--- config.mk ---
export PLATFORM = sky130hd
export DESIGN_NAME = rot_arbiter
export DESIGN_NICKNAME = d
export VERILOG_FILES = /design/src/rtl/rot_pkg.sv /design/src/rtl/rot_core.sv /design/src/rtl/rot_arbiter.sv
export SDC_FILE = /design/constraint.sdc
export NUM_CORES = 1
export LEC_CHECK = 0
export CAP_MARGIN = 20
export CORE_MARGIN = 3
export CORE_UTILIZATION = 30
export CTS_CLUSTER_DIAMETER = 150
export DETAILED_ROUTE_END_ITERATION = 16
export PLACE_DENSITY = 0.49
export SYNTH_ARGS = -nofsm -noshare
export SYNTH_HDL_FRONTEND = slang
export SYNTH_SLANG_ARGS = --single-unit
--- constraint.sdc ---
create_clock -name clk -period 2.3 [get_ports clk]
set_clock_uncertainty 0.15 [all_clocks]
set_input_delay 0.345 -clock clk [delete_from_list [all_inputs] [get_ports clk]]
set_output_delay 0.345 -clock clk [all_outputs]
set_load 0.02 [all_outputs]
--- src/rtl/rot_pkg.sv ---
// Shared widths, types and the round-robin helper for the rotate arbiter slice.
package rot_pkg;

  localparam int W  = 32;
  localparam int SW = 5;

  typedef logic src_t;

  typedef enum logic {
    EMPTY = 1'b0,
    FULL  = 1'b1
  } state_t;

  // Under contention the winner is whichever requester did not win last time.
  function automatic src_t rr_next(input src_t last_grant);
    return ~last_grant;
  endfunction

endpackage

--- src/rtl/rot_core.sv ---
// Combinational rotate-right datapath; rot = 0 passes the word through unchanged.
module rot_core #(
  parameter int W  = 32,
  parameter int SW = 5
) (
  input  logic [W-1:0]  data,
  input  logic [SW-1:0] amt,
  input  logic          rot,
  output logic [W-1:0]  result
);

  logic [SW:0] lshift_s;

  // amt = 0 makes the left shift a full-width shift, which yields zero.
  always_comb begin
    lshift_s = (SW + 1)'(W) - {1'b0, amt};
    if (rot) begin
      result = (data >> amt) | (data << lshift_s);
    end else begin
      result = data;
    end
  end

endmodule

--- src/rtl/rot_arbiter.sv ---
// Round-robin share of one rotator between two requesters, with the result
// held in a single-entry valid/ready output register.
module rot_arbiter
  import rot_pkg::*;
(
  input  logic          clk,
  input  logic          rst_n,
  input  logic          req0_valid,
  output logic          req0_ready,
  input  logic [W-1:0]  req0_data,
  input  logic [SW-1:0] req0_amt,
  input  logic          req0_rot,
  input  logic          req1_valid,
  output logic          req1_ready,
  input  logic [W-1:0]  req1_data,
  input  logic [SW-1:0] req1_amt,
  input  logic          req1_rot,
  output logic          out_valid,
  input  logic          out_ready,
  output logic [W-1:0]  out_data,
  output logic          out_src
);

  state_t        state_r;
  state_t        state_next_s;
  src_t          last_grant_r;
  src_t          out_src_r;
  logic [W-1:0]  out_data_r;

  logic          space_s;
  logic          grant0_s;
  logic          grant1_s;
  logic          any_grant_s;
  logic [W-1:0]  sel_data_s;
  logic [SW-1:0] sel_amt_s;
  logic          sel_rot_s;
  logic [W-1:0]  rot_result_s;

  assign out_valid  = (state_r == FULL);
  assign out_data   = out_data_r;
  assign out_src    = out_src_r;
  assign req0_ready = grant0_s;
  assign req1_ready = grant1_s;

  // Grant logic; rst_n gates it so no ready escapes while reset is held.
  always_comb begin
    space_s  = !out_valid || out_ready;
    grant0_s = 1'b0;
    grant1_s = 1'b0;
    if (rst_n && space_s) begin
      if (req0_valid && req1_valid) begin
        if (rr_next(last_grant_r) == 1'b0) begin
          grant0_s = 1'b1;
        end else begin
          grant1_s = 1'b1;
        end
      end else if (req0_valid) begin
        grant0_s = 1'b1;
      end else if (req1_valid) begin
        grant1_s = 1'b1;
      end else begin
        grant0_s = 1'b0;
        grant1_s = 1'b0;
      end
    end else begin
      grant0_s = 1'b0;
      grant1_s = 1'b0;
    end
  end

  assign any_grant_s = grant0_s | grant1_s;

  // Steer the granted requester's fields into the single rotator.
  always_comb begin
    if (grant1_s) begin
      sel_data_s = req1_data;
      sel_amt_s  = req1_amt;
      sel_rot_s  = req1_rot;
    end else begin
      sel_data_s = req0_data;
      sel_amt_s  = req0_amt;
      sel_rot_s  = req0_rot;
    end
  end

  rot_core #(
    .W  (W),
    .SW (SW)
  ) u_rot_core (
    .data   (sel_data_s),
    .amt    (sel_amt_s),
    .rot    (sel_rot_s),
    .result (rot_result_s)
  );

  // Output register occupancy: a grant always fills it, a bare drain empties it.
  always_comb begin
    state_next_s = state_r;
    case (state_r)
      EMPTY: begin
        if (any_grant_s) begin
          state_next_s = FULL;
        end else begin
          state_next_s = EMPTY;
        end
      end
      FULL: begin
        if (any_grant_s) begin
          state_next_s = FULL;
        end else if (out_ready) begin
          state_next_s = EMPTY;
        end else begin
          state_next_s = FULL;
        end
      end
      default: begin
        state_next_s = EMPTY;
      end
    endcase
  end

  // Occupancy state register.
  always_ff @(posedge clk or negedge rst_n) begin
    if (!rst_n) begin
      state_r <= EMPTY;
    end else begin
      state_r <= state_next_s;
    end
  end

  // Result, source and round-robin pointer load together on a grant.
  always_ff @(posedge clk or negedge rst_n) begin
    if (!rst_n) begin
      out_data_r   <= {W{1'b0}};
      out_src_r    <= 1'b0;
      last_grant_r <= 1'b1;
    end else if (any_grant_s) begin
      out_data_r   <= rot_result_s;
      out_src_r    <= grant1_s;
      last_grant_r <= grant1_s;
    end else begin
      out_data_r   <= out_data_r;
      out_src_r    <= out_src_r;
      last_grant_r <= last_grant_r;
    end
  end

endmodule

==> results.json, run 1 <==
{
  "internal-power_mw": 3.59,
  "ios": 117,
  "regArea_um2": 878,
  "port_buffers": 116,
  "synth-seq-cells": 35,
  "drive_above_1_share_pct": 48.9,
  "fin_ws_ns": -0.417,
  "htreeDepth": 2,
  "grt_pass1_wl_mm": 84.8,
  "arrival_ns": 2.75,
  "period_needed_ns": 2.72,
  "synth_top_area_cell": "mux2i_1",
  "seq_area_frac_synth_pct": 10.3,
  "netlist_area_um2": 8490,
  "slew_viol_final": 0,
  "leakagePower_nw": 6.41,
  "drc": 0,
  "crit_chain": "a21boi_4 -> nand3_4 -> clkinv_4 -> buf_12 -> buf_8 -> buf_12 -> a21oi_1 -> a31oi_2 -> a21oi_4 -> a221oi_4 -> buf_4 -> a21oi_2",
  "antennaDiodeCount": 0,
  "via_per_inst": 6.11,
  "worst_pin_slew_ns": 0.682,
  "fin_crit_sh_pct": 118,
  "cts-root-buf": "clkbuf_16",
  "cp_slowest_cell": "a221oi_4",
  "die_w_um": 174,
  "initial_core_util_pct": 31.0,
  "rr_worst_depth": 12,
  "numCtsBuffers": 5,
  "finalSetupViolCount": 32,
  "syn_nets": 1170,
  "gp_congestion": 1.05,
  "core_area_um2": 27400,
  "r2r_start": "last_grant_r",
  "clock.fmax_mhz": 368,
  "ys_types": 86,
  "clkLatencyLatePin_ns": 0.30,
  "status": "complete, but fails checks",
  "cp_max_fo": 7,
  "multi_input_area_um2": 8040,
  "path_buf_inv": 5,
  "overflow": 0,
  "whs_ns": 0.176,
  "row_count": 60,
  "maxSlewHeadroom_pct": 54.3,
  "grt_use_total_pct": 37.7,
  "dpl.hpwl_mm": 48.3,
  "cpPeakStageDelay_ns": 0.42,
  "hold_path.class": "in -> async",
  "ant_nets": 0,
  "ys_async_sr_fraction_pct": 100,
  "placed_area_um2": 13300,
  "wl_mm": 59.0,
  "startpoint_type": "register",
  "nFillCells": 2600,
  "pwr-share-clk_pct": 13.0,
  "fin_area_um2": 15000,
  "synthToLayoutAreaGrowth_pct": 77.0,
  "cts_buffer_depth": 2,
  "syn_inst": 1089,
  "syn_area_per_cell_um2": 7.80,
  "drtIter0Drc": 1354,
  "grt_max_degree": 35,
  "num_vias": 12161,
  "critical_path.most_common_cell": "buf_12",
  "post-synth-top-count-cell": "nand2_1",
  "cp-end-kind": "register",
  "yosys-top-cells-count": "nand2_1 (150), mux2i_1 (120), a21oi_1 (95)",
  "reg2reg_to": "out_data[21]",
  "r2r_slack_ns": -0.42,
  "wire_per_inst_um": 29.7,
  "critPathRequiredTime_ns": 2.33,
  "drv_cap": 0,
  "rsz0062_at_grt": "true",
  "power_density_nw_per_um2": 448,
  "cts_tree": "done",
  "switching_power_mw": 3.14,
  "yosys_warnings": 0,
  "ys.flop_type": "dfrtp_1",
  "synth_area_leaders": "mux2i_1 (14%), mux4_2 (11%), dfrtp_1 (10%)",
  "switching_share_pct": 46.7,
  "clkSinkCount": 35,
  "grt_pass1_vias": 12033,
  "die_y_um": 174,
  "violations": "negative setup slack",
  "detail_route.first_pass.iterations": 6,
  "dieArea_um2": 30400,
  "antenna_found_initial": 0,
  "nets": 1697,
  "vdd_drop_max_v": 0.000486,
  "power.share.sequential_pct": 13.1,
  "power_frac_comb_pct": 73.8,
  "path_delay_family": "compound AO/OA/AOI/OAI gates",
  "clkTransAtPathRegs_ns": 0.08,
  "yosys.area.top_type_share_pct": 14.1,
  "crit_type": "reg -> reg",
  "synth-edff-count": 0,
  "hold_viol": 0
}
-- flip-flops by register name (all words and copies together), names as in the netlist --
signal and cells:
last_grant_r 1, out_data 32, out_valid 1, out_src 1
-- cells in the final DEF, fill, tap and decap left out, types with 6 or more instances in the layout --
cell             count
mux2_4               8
o21ai_0             30
nor4_2               6
a21oi_2             16
nor3_2               7
nand2b_1             6
a211oi_1            15
a211oi_2             7
o31ai_2              8
o21ai_1             13
a21oi_1             75
nand4_1             10
nor2_1              65
and3_1               6
dfrtp_1             33
nor3_1              26
buf_12              18
mux2i_1            101
o211ai_1            20
nand3_1             22
buf_6               35
mux4_2              43
o22ai_1              6
mux2i_4              8
nand2_1            143
nand2_2              7
buf_8               10
nor2b_1              8
buf_4              446
dlygate4sd2_1       11
a22o_1               7
mux2i_2             14
nor2_2               8
o31ai_1             10
a31oi_1             32
mux2_2              43
clkdlybuf4s50_1     96
-- through the flow --
step / power (mW) / setup TNS (ns) / utilization, % / setup WS, ns / cells
2_1_floorplan: 2.73 / -0.872 / - / -0.112 / 1089
6_report: 6.74 / -10.01 / 54.9 / -0.417 / 1989
5_1_grt: 6.96 / -12.51 / 54.9 / -0.475 / 1989
3_3_place_gp: 5.17 / -32.23 / 48.5 / -1.69 / 1939
3_5_place_dp: 5.14 / -31.14 / 48.5 / -1.28 / 1940
4_1_cts: 6.42 / -8.70 / 52.8 / -0.375 / 1970
-- per-layer routing --
| metal | up-vias | global-route usage, % | share of wire, % |
|---|---|---|---|
| met3 | 160 | 4.48 | 6.8 |
| met5 | - | 0 | 0 |
| met2 | 694 | 61.7 | 46 |
| met4 | 0 | 18.8 | 6.6 |
| li1 | 5314 | - | - |
| met1 | 5993 | 49.0 | 41 |
-- worst max path at each step --
stage,start,endpoint,slack (ns),cells after the start
5_1_grt,last_grant_r,out_data[23],-0.48,11
6_report,last_grant_r,out_data[21],-0.42,12
3_5_place_dp,req1_valid,out_data[21],-1.28,11
2_1_floorplan,out_valid,out_data[18],-0.11,8
4_1_cts,last_grant_r,out_data[21],-0.37,11
3_3_place_gp,req1_valid,out_data[29],-1.69,11
-- power groups by stage --
| stage | Sequential (mW) | Clock (mW) | Combinational, mW |
|---|---|---|---|
| 2_1_floorplan | 1.03 | 0 | 1.70 |
| 3_3_place_gp | 0.889 | 0 | 4.28 |
| 3_5_place_dp | 0.889 | 0 | 4.25 |
| 4_1_cts | 0.881 | 0.883 | 4.66 |
| 5_1_grt | 0.901 | 0.897 | 5.16 |
| 6_report | 0.886 | 0.878 | 4.97 |
-- cell type report --
type / instances / area share, %
clock inverters: 3 / 0.291
flip-flops and latches: 35 / 5.84
multi-input cells: 941 / 53.5
well taps: 372 / 3.10
inverters: 8 / 0.266
clock buffers: 5 / 0.832
repair buffers: 625 / 36.2
-- timing repair --
item	CTS	global route
cloned	2	0
setup buffers	24	20
pin swaps	39	23
endpoints found under the setup margin	34	34
hold buffers	0	0
resized for setup	197	90
-- cell families (layout without fill, tap and decap cells) --
logic type,count (synthesis),after routing,synth area share [%]
muxes,217,217,33.0
xor gates and xnor gates,7,7,0.722
DFF,35,35,10.3
AOI/OAI and AO/OA,360,360,29.0
and+or+nand+nor,357,357,19.6
buffers and inverters,113,641,7.28
Power figures use the tool's default switching activity.
==> inputs of run 2 (changes only) <==
Settings changed: GPL_TIMING_DRIVEN from default to 0.
==> results.json, run 2 (same netlist as run 1, synthesis figures left out) <==
{
  "cts_tree": "done",
  "row_count": 60,
  "finalSetupViolCount": 33,
  "final_cell_mix": "nand2_1 (133), buf_4 (102), mux2i_1 (79), clkdlybuf4s50_1 (79), a21oi_1 (72)",
  "final_common_cell": "nand2_1",
  "worst_pin_slew_ns": 0.680,
  "drive_above_1_share_pct": 42.1,
  "rr_worst_depth": 9,
  "use_met3_pct": 18.4,
  "cts_buffer_depth": 2,
  "crit_path_start": "last_grant_r",
  "slew_viol_final": 0,
  "via_per_inst": 7.39,
  "path_delay_family": "compound AO/OA/AOI/OAI gates",
  "cpPeakStageDelay_ns": 0.62,
  "gr-max-usage-layer": "met2",
  "maxSlewHeadroom_pct": 54.7,
  "startpoint_type": "register",
  "gp_congestion": 1.08,
  "r2r_start": "last_grant_r",
  "hold_path.class": "reg -> reg",
  "vdd_drop_max_v": 0.000323,
  "reg2reg_to": "out_data[24]",
  "power_density_nw_per_um2": 490,
  "status": "complete, but fails checks",
  "synthToLayoutAreaGrowth_pct": 61.4,
  "initial_core_util_pct": 31.0,
  "crit_end": "out_data[24]",
  "ios": 117,
  "fin_crit_sh_pct": 124,
  "drtIter0Drc": 2245,
  "critical_path.most_common_cell": "buf_12",
  "crit_chain": "a21boi_4 -> nand3_4 -> buf_12 -> buf_12 -> mux2i_4 -> nand2_4 -> nor2_4 -> o211ai_1 -> a31oi_1",
  "clock.fmax_mhz": 349,
  "cts-root-buf": "clkbuf_16",
  "p_total_mw": 6.72,
  "num_vias": 12541,
  "clkSinkCount": 35,
  "period_needed_ns": 2.86,
  "placed_area_um2": 10200,
  "port_buffers": 113,
  "arrival_ns": 2.91,
  "clkLatencyLatePin_ns": 0.29,
  "wire_per_inst_um": 40.7,
  "fin_area_um2": 13700,
  "drc": 0,
  "leakagePower_nw": 5.18,
  "grt_pass1_wl_mm": 94.2,
  "nets": 1404,
  "critPathRequiredTime_ns": 2.35,
  "hold_viol": 0,
  "r2r_slack_ns": -0.56,
  "dpl.hpwl_mm": 50.7,
  "core_area_um2": 27400,
  "antenna_found_initial": 1,
  "cp.depth": 9,
  "antennaDiodeCount": 0,
  "overflow": 0,
  "dieArea_um2": 30400,
  "violations": "negative setup slack",
  "grt_use_met2_pct": 60.5,
  "htreeDepth": 2,
  "cp_max_fo": 7,
  "crit_type": "reg -> reg",
  "grt_max_degree": 36,
  "largest_reg_flops": 32,
  "met1_usage_pct": 53.8,
  "clkTransAtPathRegs_ns": 0.06,
  "grt_use_total_pct": 43.4,
  "detail_route.first_pass.iterations": 8,
  "wl_mm": 69.1,
  "drv_cap": 0,
  "ant_nets": 0,
  "path_buf_inv": 2,
  "fin_ws_ns": -0.562,
  "cp_slowest_cell": "dfstp_2",
  "die_y_um": 174,
  "die_w_um": 174,
  "grt_pass1_vias": 12212,
  "fin_util_pct": 50.0,
  "numCtsBuffers": 5,
  "cp-end-kind": "register",
  "rsz0062_at_grt": "true"
}
==> run 2: cell count changes in the layout (fill, tap and decap cells not counted), sizes merged, moves of 3 or more <==
cell,previous run,this run
buf,515,189
clkbuf,5,36
clkdlybuf4s50,96,79
dlygate4sd2,11,26
clkdlybuf4s15,0,4
clkinv,4,1
==> run 2: what timing repair did <==
action,in CTS,in global routing
gates resized for setup,547,59
setup endpoints to repair,37,37
gates cloned,3,3
pin swaps,73,19
hold endpoints to repair,35,0
setup buffers,89,14
hold buffers,2,0
==> run 2: layout make-up <==
type,instances,area (um^2)
clock buffer,5,125
buffer,105,1270
inverter,8,42.5
multi-input combinational,941,8610
timing repair buffer,227,2260
clock inverter,3,67.6
fill,2618,13700
sequential,35,878
tap,372,465
==> run 2: metal layers <==
layer | vias up | share of wire (%)
met1 | 6004 | 36
met4 | 6 | 9.8
met5 | - | 0.15
met2 | 1369 | 39
li1 | 4744 | -
met3 | 418 | 16
==> run 2: tightest hold or removal path: stages (launching register included) <==
cell and delay, ns:
dfrtp_1 0.35, nand2_1 0.05, nand2_1 0.05
==> run 2: per-stage QoR <==
step,hold slack (ns),std cells,setup TNS [ns],worst slack [ns]
after CTS,0.343,1679,-11.74,-0.436
after floorplan,-0.101,1089,-0.872,-0.112
after global routing,0.393,1696,-14.78,-0.551
final,0.334,1696,-14.74,-0.562
after global placement,0.323,1574,-114.33,-3.42
after detailed placement,0.322,1577,-67.41,-2.06
==> run 2: worst min-delay path by stage <==
| stage | depth (start not counted) | end | from |
|---|---|---|---|
| final | 2 | out_src | out_src |
| after global routing | 2 | out_src | out_src |
| after CTS | 2 | out_src | out_src |
| after detailed placement | 2 | out_src | out_src |
| after global placement | 2 | out_src | out_src |
| after floorplan | 0 | out_data[0] | rst_n |
==> run 2: power breakdown <==
part	switching, mW	leakage, nW	internal (mW)
combinational	2.96	4.67	1.99
sequential	0.102	0.424	0.766
clock	0.284	0.0900	0.621
total	3.35	5.18	3.38
